--- src/rtl/ccip_tx_flow_scheduler.sv ---
// ccip_tx_flow_scheduler: round-robin batch scheduler that drains CCI-P TX flow FIFOs one full batch at a time
module ccip_tx_flow_scheduler #(
  parameter int LMAX_NUM_OF_FLOWS = 1,
  parameter int LTX_FIFO_DEPTH = 3,
  parameter int LMAX_CCIP_BATCH = 2,
  parameter int ALMFULL_HOLDOFF = 2
) (
  input  logic clk,
  input  logic reset,
  input  logic start,
  input  logic [LMAX_NUM_OF_FLOWS-1:0] number_of_flows,
  input  logic [LMAX_CCIP_BATCH-1:0] l_tx_batch_size,
  input  logic [(2**LMAX_NUM_OF_FLOWS)*LTX_FIFO_DEPTH-1:0] flow_dw,
  input  logic sRx_c1TxAlmFull,
  output logic [2**LMAX_NUM_OF_FLOWS-1:0] pop_en,
  output logic sched_valid,
  output logic sched_sop,
  output logic [LMAX_NUM_OF_FLOWS-1:0] sched_flow_id,
  output logic busy,
  output logic cfg_error,
  output logic [31:0] grant_cnt,
  output logic [31:0] stall_cnt
);
  localparam int L = LMAX_NUM_OF_FLOWS;
  localparam int N = 2**L;
  localparam int D = LTX_FIFO_DEPTH;
  localparam int BW = D > 3 ? D : 3;
  localparam int HW = $clog2(ALMFULL_HOLDOFF + 1);
  typedef enum logic [1:0] {SchIdle, SchIssue, SchGap, SchHold} state_t;
  state_t state;
  logic [BW-1:0] batch, batch_q, beat;
  logic [N-1:0] elig;
  logic [L-1:0] rr_ptr, rr_eff, win, nof_q;
  logic [HW-1:0] hcnt;
  logic any_elig;
  assign batch = l_tx_batch_size == '0 ? BW'(1) : l_tx_batch_size == LMAX_CCIP_BATCH'(1) ? BW'(2) : BW'(4);
  for (genvar i = 0; i < N; i++) begin : g_elig
    assign elig[i] = (i <= int'(number_of_flows)) && (BW'(flow_dw[i*D +: D]) >= batch);
  end
  assign any_elig = |elig;
  assign rr_eff = rr_ptr > number_of_flows ? '0 : rr_ptr;
  // rotating priority: lowest eligible at/after rr_eff, otherwise lowest eligible overall (wrap)
  always_comb begin
    win = '0;
    for (int i = N - 1; i >= 0; i--) if (elig[i]) win = L'(i);
    for (int i = N - 1; i >= 0; i--) if (elig[i] && i >= int'(rr_eff)) win = L'(i);
  end
  // scheduler FSM with registered pop/valid/status outputs and saturating counters
  always_ff @(posedge clk or negedge reset) begin
    if (!reset) begin
      state <= SchIdle;
      pop_en <= '0;
      sched_valid <= 1'b0;
      sched_sop <= 1'b0;
      sched_flow_id <= '0;
      busy <= 1'b0;
      cfg_error <= 1'b0;
      grant_cnt <= '0;
      stall_cnt <= '0;
      rr_ptr <= '0;
      nof_q <= '0;
      batch_q <= '0;
      beat <= '0;
      hcnt <= '0;
    end else begin
      if (l_tx_batch_size == LMAX_CCIP_BATCH'(3)) cfg_error <= 1'b1;
      case (state)
        SchIdle: begin
          if (sRx_c1TxAlmFull) begin
            state <= SchHold;
            busy <= 1'b1;
            hcnt <= '0;
          end else if (start && any_elig) begin
            state <= batch == BW'(1) ? SchGap : SchIssue;
            pop_en <= N'(1) << win;
            sched_valid <= 1'b1;
            sched_sop <= 1'b1;
            sched_flow_id <= win;
            busy <= 1'b1;
            beat <= BW'(1);
            batch_q <= batch;
            nof_q <= number_of_flows;
            grant_cnt <= &grant_cnt ? grant_cnt : grant_cnt + 32'd1;
          end
        end
        SchIssue: begin
          sched_sop <= 1'b0;
          beat <= beat + BW'(1);
          if (beat + BW'(1) == batch_q) state <= SchGap;
        end
        SchGap: begin
          state <= SchIdle;
          pop_en <= '0;
          sched_valid <= 1'b0;
          sched_sop <= 1'b0;
          busy <= 1'b0;
          rr_ptr <= sched_flow_id == nof_q ? '0 : sched_flow_id + L'(1);
        end
        SchHold: begin
          if (any_elig) stall_cnt <= &stall_cnt ? stall_cnt : stall_cnt + 32'd1;
          if (sRx_c1TxAlmFull) hcnt <= '0;
          else if (hcnt == HW'(ALMFULL_HOLDOFF - 1)) begin
            state <= SchIdle;
            busy <= 1'b0;
            hcnt <= '0;
          end else hcnt <= hcnt + HW'(1);
        end
        default: state <= SchIdle;
      endcase
    end
  end
endmodule

--- config.mk ---
export PLATFORM = sky130hd
export DESIGN_NAME = ccip_tx_flow_scheduler
export DESIGN_NICKNAME = d
export VERILOG_FILES = /design/src/rtl/ccip_tx_flow_scheduler.sv
export SDC_FILE = /design/constraint.sdc
export NUM_CORES = 1
export LEC_CHECK = 0
export ABC_AREA = 1
export BUFFER_PORTS_ARGS = -buffer_cell sky130_fd_sc_hd__buf_2
export CORE_ASPECT_RATIO = 1.25
export CORE_MARGIN = 2
export CORE_UTILIZATION = 62
export DETAILED_ROUTE_END_ITERATION = 16
export PLACE_DENSITY = 0.89
export SETUP_SLACK_MARGIN = 0.15
export SYNTH_ARGS = -nofsm -noshare
export SYNTH_HDL_FRONTEND = slang
export SYNTH_SLANG_ARGS = --single-unit
--- constraint.sdc ---
create_clock -name clk -period 3.5 [get_ports clk]
set_input_delay 0.35 -clock clk [delete_from_list [all_inputs] [get_ports clk]]
set_output_delay 0.35 -clock clk [all_outputs]
set_load 0.01 [all_outputs]
### Word level (Yosys, flattened, before mapping)

Cells that the tools add are included.

| storage, ports and cells | value |
|---|---|
| flip-flop bits (word level) | 83 |
| logic and storage cells | 98 |

| cells by class | value |
|---|---|
| reduce and logical (&&, ||, !) cells | 23 |
| bitwise logic cells | 3 |
| multiplexer cells | 31 |
| $add $sub $neg | 5 |
| magnitude comparators | 5 |
| equal/unequal tests | 16 |
| shift operators | 1 |

Operators by type and width:

| operator | count |
|---|---|
| adder 32 x 1 -> 32 bit (second input constant) | 2 |
| AND reduction 32 bit | 2 |
| 2-to-1 mux 2 bit | 11 |
| AND reduction 3 bit | 5 |
| 2-to-1 mux 3 bit | 4 |
| != test 2 bit (second input constant) | 6 |
| AND reduction 4 bit | 3 |
| 2-to-1 mux 1 bit | 9 |
| case mux 2 bit (2 select lines) | 2 |
| case mux 2 bit (4 select lines) | 1 |
| nonzero test 2 bit | 4 |
| equality test 2 x 1 -> 1 bit (second input constant) | 3 |
| equality test 2 bit (second input constant) | 3 |
| >= comparator 3 bit | 2 |
| case mux 3 bit (2 select lines) | 1 |
| logical NOT 2 bit | 2 |
| case mux 1 bit (2 select lines) | 2 |
| OR reduction 2 bit | 2 |
| adder 3 x 1 -> 3 bit (second input constant) | 1 |
| equality test 3 x 1 -> 1 bit (second input constant) | 1 |
| equality test 3 bit | 1 |
| logical AND 1 bit | 3 |
| != test 3 bit (second input constant) | 1 |
| NOT 1 bit | 3 |
| other kinds (10) | 10 |

### Depth between registers and ports, before layout

| logic depth | value |
|---|---|
| depth after elaboration | 11 |
| mapped depth | 14 |
| depth with buffers taken out | 14 |

### Worst setup path before layout

OpenSTA, ideal clock, no wires.

| path | value |
|---|---|
| path kind | input to register |
| from | input l_tx_batch_size[1] |
| to | register sched_sop |
| data required time | 3387 ps |
| setup slack | 1628 ps |
| stages on the path | 11 |
| data arrival time | 1759 ps |
| path buffers | 1 |
| cells stage by stage | nor2_1 > ha_1 > inv_1 > a21oi_1 > nor2_1 > nand2_2 > nand3_2 > clkbuf_1 > nand2_1 > nand2_1 > inv_1 |

| between the ends | value |
|---|---|
| cells in the longest elaborated chain, start to end | 9 |
| elaborated cells on any way between the ends | 11 |
| classes of those cells | order compare: 2; eq/ne: 2; mux: 2; reduce/logical: 5 |

RTL lines:

| element | RTL line | source |
|---|---|---|
| start, declared | 12 | `input logic [LMAX_CCIP_BATCH-1:0] l_tx_batch_size,` |
| equality test 2 x 1 -> 1 bit | 36 | `assign batch = l_tx_batch_size == '0 ? BW'(1) : l_tx_batch_size == LMAX_CCIP_BATCH'(1) ? BW'(2) : BW'(4);` |
| 2-to-1 mux 3 bit | 36 |  |
| 2-to-1 mux 3 bit * | 36 |  |
| >= comparator 3 bit | 38 | `assign elig[i] = (i <= int'(number_of_flows)) && (BW'(flow_dw[i*D +: D]) >= batch);` |
| logical AND 1 bit | 38 |  |
| OR reduction 2 bit * | 40 | `assign any_elig = \|elig;` |
| logical AND 1 bit * | 73 | `end else if (start && any_elig) begin` |
| != test 2 bit (no source line) * | - |  |
| AND reduction 3 bit (no source line) * | - |  |
| end signal, assigned | 54 | `sched_sop <= 1'b0;` |
| end signal, assigned | 77 | `sched_sop <= 1'b1;` |
| end signal, assigned | 87 | `sched_sop <= 1'b0;` |
| end, declared | 17 | `output logic sched_sop,` |

Mark *: on every way between the ends. The rest lies on a longest branch, timed or not.
A chain may end at the register's enable or synchronous reset.

### Worst setup path after layout

| path | value |
|---|---|
| from | register grant_cnt[0] |
| to | register grant_cnt[12] |

| between the ends | value |
|---|---|
| cells in the longest elaborated chain, start to end | 3 |
| elaborated cells on any way between the ends | 4 |
| classes of those cells | add/sub: 1; bitwise: 1; reduce/logical: 2 |

RTL lines:

| element | RTL line | source |
|---|---|---|
| start, declared | 21 | `output logic [31:0] grant_cnt,` |
| start signal, assigned | 83 | `grant_cnt <= &grant_cnt ? grant_cnt : grant_cnt + 32'd1;` |
| parallel branches: the longest is 3 deep, another holds adder 32 x 1 -> 32 bit | - |  |

Several ways; the timed one is not identified.

==> Flow_metrics.wiki <==
{| class="wikitable"
! Metric !! Value
|-
| Result of the run || finished, final reports clean
|-
| Worst-case vdd ir drop || approximately 350 uV
|-
| Number of H-tree levels || 3
|-
| Met1 layer wirelength in the final routing || between 5000 and 6000 um
|-
| Buffer depth of the longest clock path || 2
|-
| Slew @ Worst Pin || roughly 1000 ps
|-
| Number of enable flip-flop cells after synthesis || 0
|-
| Synth async-reset ratio || between 90% and 100%
|-
| Critical Path Start Type || register
|-
| Number of CTS-inserted buffers || 9
|-
| Flip-flop and latch count after synthesis || 83
|-
| Global-route wire length before repair || around 22,000 um
|-
| Number of top-level pins || between 80 and 90
|-
| Max-Slew Margin vs Limit || 33.62%
|-
| Sequential element share of the synthesized area || between 30% and 40%
|-
| Highest routing layer actually used || met4
|-
| Clock sinks || 83
|-
| Number of antenna violations at the first check in global routing || 0
|-
| Via density per instance || ~5.2
|-
| Setup TNS after final layout || 0 ps
|-
| Post-CTS setup buffer count || 0
|-
| Number of nets with antenna violations after detailed routing || 0
|-
| Synth Flop Type || sky130_fd_sc_hd__dfrtp_1
|-
| Final-report hold violation count || 0
|-
| Overall die width || just under 90 um
|-
| Count of hold buffers inserted by post-cts repair || 0
|-
| Avg WL per Cell || between 10 and 15 um
|-
| Type of the worst setup path || reg2reg
|-
| Area of the core || between 8000 and 9000 um^2
|-
| Iteration-0 DRC count of the detailed router || 251
|-
| Total Power || between 2 and 3 mW
|-
| Number of maximum-capacitance constraint violations || 0
|-
| Vias in the first global route || 5,048
|-
| Total global-route track usage || a little under 30%
|-
| Cell accounting for the most synthesized area || sky130_fd_sc_hd__dfrtp_1
|-
| Clock transition at path regs || roughly 80 ps
|-
| R2R depth || 10
|-
| Hold crit path type || in2async
|-
| Critical Path AT || 2500 ps
|-
| Post-route clock skew || roughly 6.4 ps
|-
| Number of warnings reported in the yosys synthesis log || 0
|-
| Antenna Cells || 0
|-
| CTS root buffer || sky130_fd_sc_hd__clkbuf_8
|-
| Final critical path time including I/O delays and setup || between 2000 and 2500 ps
|-
| Clock Latency Late Sink || about 350 ps
|-
| Grt total ovfl || 0
|-
| Synthesized area divided by synthesized cell count || 6.839 um^2
|-
| Placer congestion estimate || just under 1
|-
| Maximum number of pins on one net before global-route repair || 84
|-
| Top cell types by occurrence after synthesis || sky130_fd_sc_hd__nand2_1 (368), sky130_fd_sc_hd__nor2_1 (90), sky130_fd_sc_hd__dfrtp_1 (83)
|-
| Area contributors post-synth || sky130_fd_sc_hd__dfrtp_1 (38%), sky130_fd_sc_hd__nand2_1 (25%), sky130_fd_sc_hd__nor2_1 (6.2%)
|-
| Number of distinct library cell variants in the gate-level netlist after synthesis || 28
|-
| DIE AREA || between 9000 and 10,000 um^2
|-
| Area added between synthesis and finish || 12.17%
|-
| Post-route fraction of the period consumed by the critical path || between 60 and 70%
|-
| Met3 wire length || 667 um
|-
| Initial core utilization || between 60% and 70%
|-
| Required time worst endpoint || 3740 ps
|-
| Combined area of all synthesized cells || between 5000 and 6000 um^2
|-
| Number of endpoints failing setup at the final stage || 0
|-
| IO buf count || 83
|-
| Fmax || 0.4425 GHz
|-
| Remaining design rule violation count || 0
|-
| Critical path peak fanout || 33
|-
| First-pass iteration count of the detailed router || 5
|-
| CTS tree || yes
|-
| Endpoint type of the worst setup path || register
|-
| Half-perimeter wire length after detailed placement || approximately 9300 um
|-
| PD cells || 437.9 nW/um^2
|-
| Number of standard-cell rows in the floorplan || 38
|-
| Final core utilization || ~71%
|-
| Share of cells above drive strength 1 || 14.01%
|-
| Sum of routed wire length over all layers || between 10,000 and 15,000 um
|-
| Final max-slew violation count || 0
|-
| Count leader, synth || sky130_fd_sc_hd__nand2_1
|-
| Quantity of gates resized following cts || 0
|-
| DR WL met2 || around 6400 um
|-
| Lkg Pwr || approximately 3.2 nW
|-
| Vias || between 5,000 and 6,000
|-
| Mapped Cells || roughly 790
|-
| Vertical extent of the die || 108.6 um
|-
| Fin nets || around 900
|-
| Top-area cell type share of the netlist area || a little under two fifths
|-
| Unrepaired setup endpoints after global routing || no
|-
| Total nets after synthesis || around 820
|}
[stage by stage]
stage	std cells	instance area [um^2]	hold WS, ps	setup slack [ps]
final	998	6091	163.0	1240
after global routing	998	6091	231.9	1027
after CTS	998	6091	201.4	1242
after detailed placement	983	5878	443.2	1089
after global placement	983	5878	437.4	1165
after floorplan	794	5430	54.41	1628
[layer usage]
layer	GRT usage, %	up-vias
met3	4.542	46
met5	0	-
met4	17.36	0
met1	34.50	2355
li1	-	2634
met2	49.95	196
[state kept, by name, indices dropped and copies added (netlist names)]
name and cells:
grant_cnt 32, stall_cnt 32, batch_q 3, beat 3
hcnt 2, pop_en 2, state 2, busy 1
cfg_error 1, nof_q 1, rr_ptr 1, sched_flow_id 1
sched_sop 1, sched_valid 1
[report_power, final]
part | leakage [nW] | total (mW) | switching, mW | internal, mW
clock network | 0.109 | 0.739 | 0.334 | 0.405
registers | 1.13 | 1.21 | 0.131 | 1.08
logic | 1.97 | 0.715 | 0.462 | 0.254
total | 3.20 | 2.67 | 0.926 | 1.74
[cells in the final DEF (no fill, tap or decap), drive strengths merged]
cell type  count
nor2          99
o21bai         1
nand3         25
dfrtp         83
a21o           1
a21oi          5
xnor2         19
nand3b         8
xor2          24
buf           84
o21ai         42
clkbuf        14
inv           57
nand2        376
nor3          13
nand4         12
ha            14
bufinv         1
[area by class of cell]
| class | count | area, um^2 |
|---|---|---|
| Inverter | 57 | 216.5 |
| Multi-Input combinational cell | 639 | 3009 |
| Sequential cell | 83 | 2077 |
| Fill cell | 722 | 2515 |
| Timing Repair Buffer | 84 | 425.4 |
| Clock inverter | 1 | 30.03 |
| Clock buffer | 14 | 182.7 |
| Tap cell | 120 | 150.1 |
[critical path, cell delays in order (launching register included)]
cell and delay [ps]:
sky130_fd_sc_hd__dfrtp_1 460, sky130_fd_sc_hd__ha_1 280, sky130_fd_sc_hd__inv_2 70, sky130_fd_sc_hd__nor2_4 160, sky130_fd_sc_hd__inv_2 80, sky130_fd_sc_hd__nor2_4 150
sky130_fd_sc_hd__nand2_2 100, sky130_fd_sc_hd__nor2_8 410, sky130_fd_sc_hd__nor2_4 240, sky130_fd_sc_hd__nand2_1 120, sky130_fd_sc_hd__nand2_1 60
[path summary, 6_finish.rpt]
check,slack [ps],end,from
max,1240,grant_cnt[12],grant_cnt[0]
min,160,stall_cnt[5],reset
max reg2reg,1240,grant_cnt[12],grant_cnt[0]
min reg2reg,460,cfg_error,cfg_error
max in group asynchronous,2700,grant_cnt[16],reset
min in group clk,220,nof_q,number_of_flows
[cells by family (layout without fill, tap and decap cells)]
logic type	count (synthesis)	in the layout	share of synthesized area [%]
AND/OR/NAND/NOR	533	533	40.65
XOR/XNOR	43	43	6.935
flip-flops	83	83	38.25
buffers and inverters	72	156	6.336
adder cells (fa/ha/maj)	14	14	3.226
AO/OA/AOI/OAI	49	49	4.608
(Power assumes the default switching activity.)
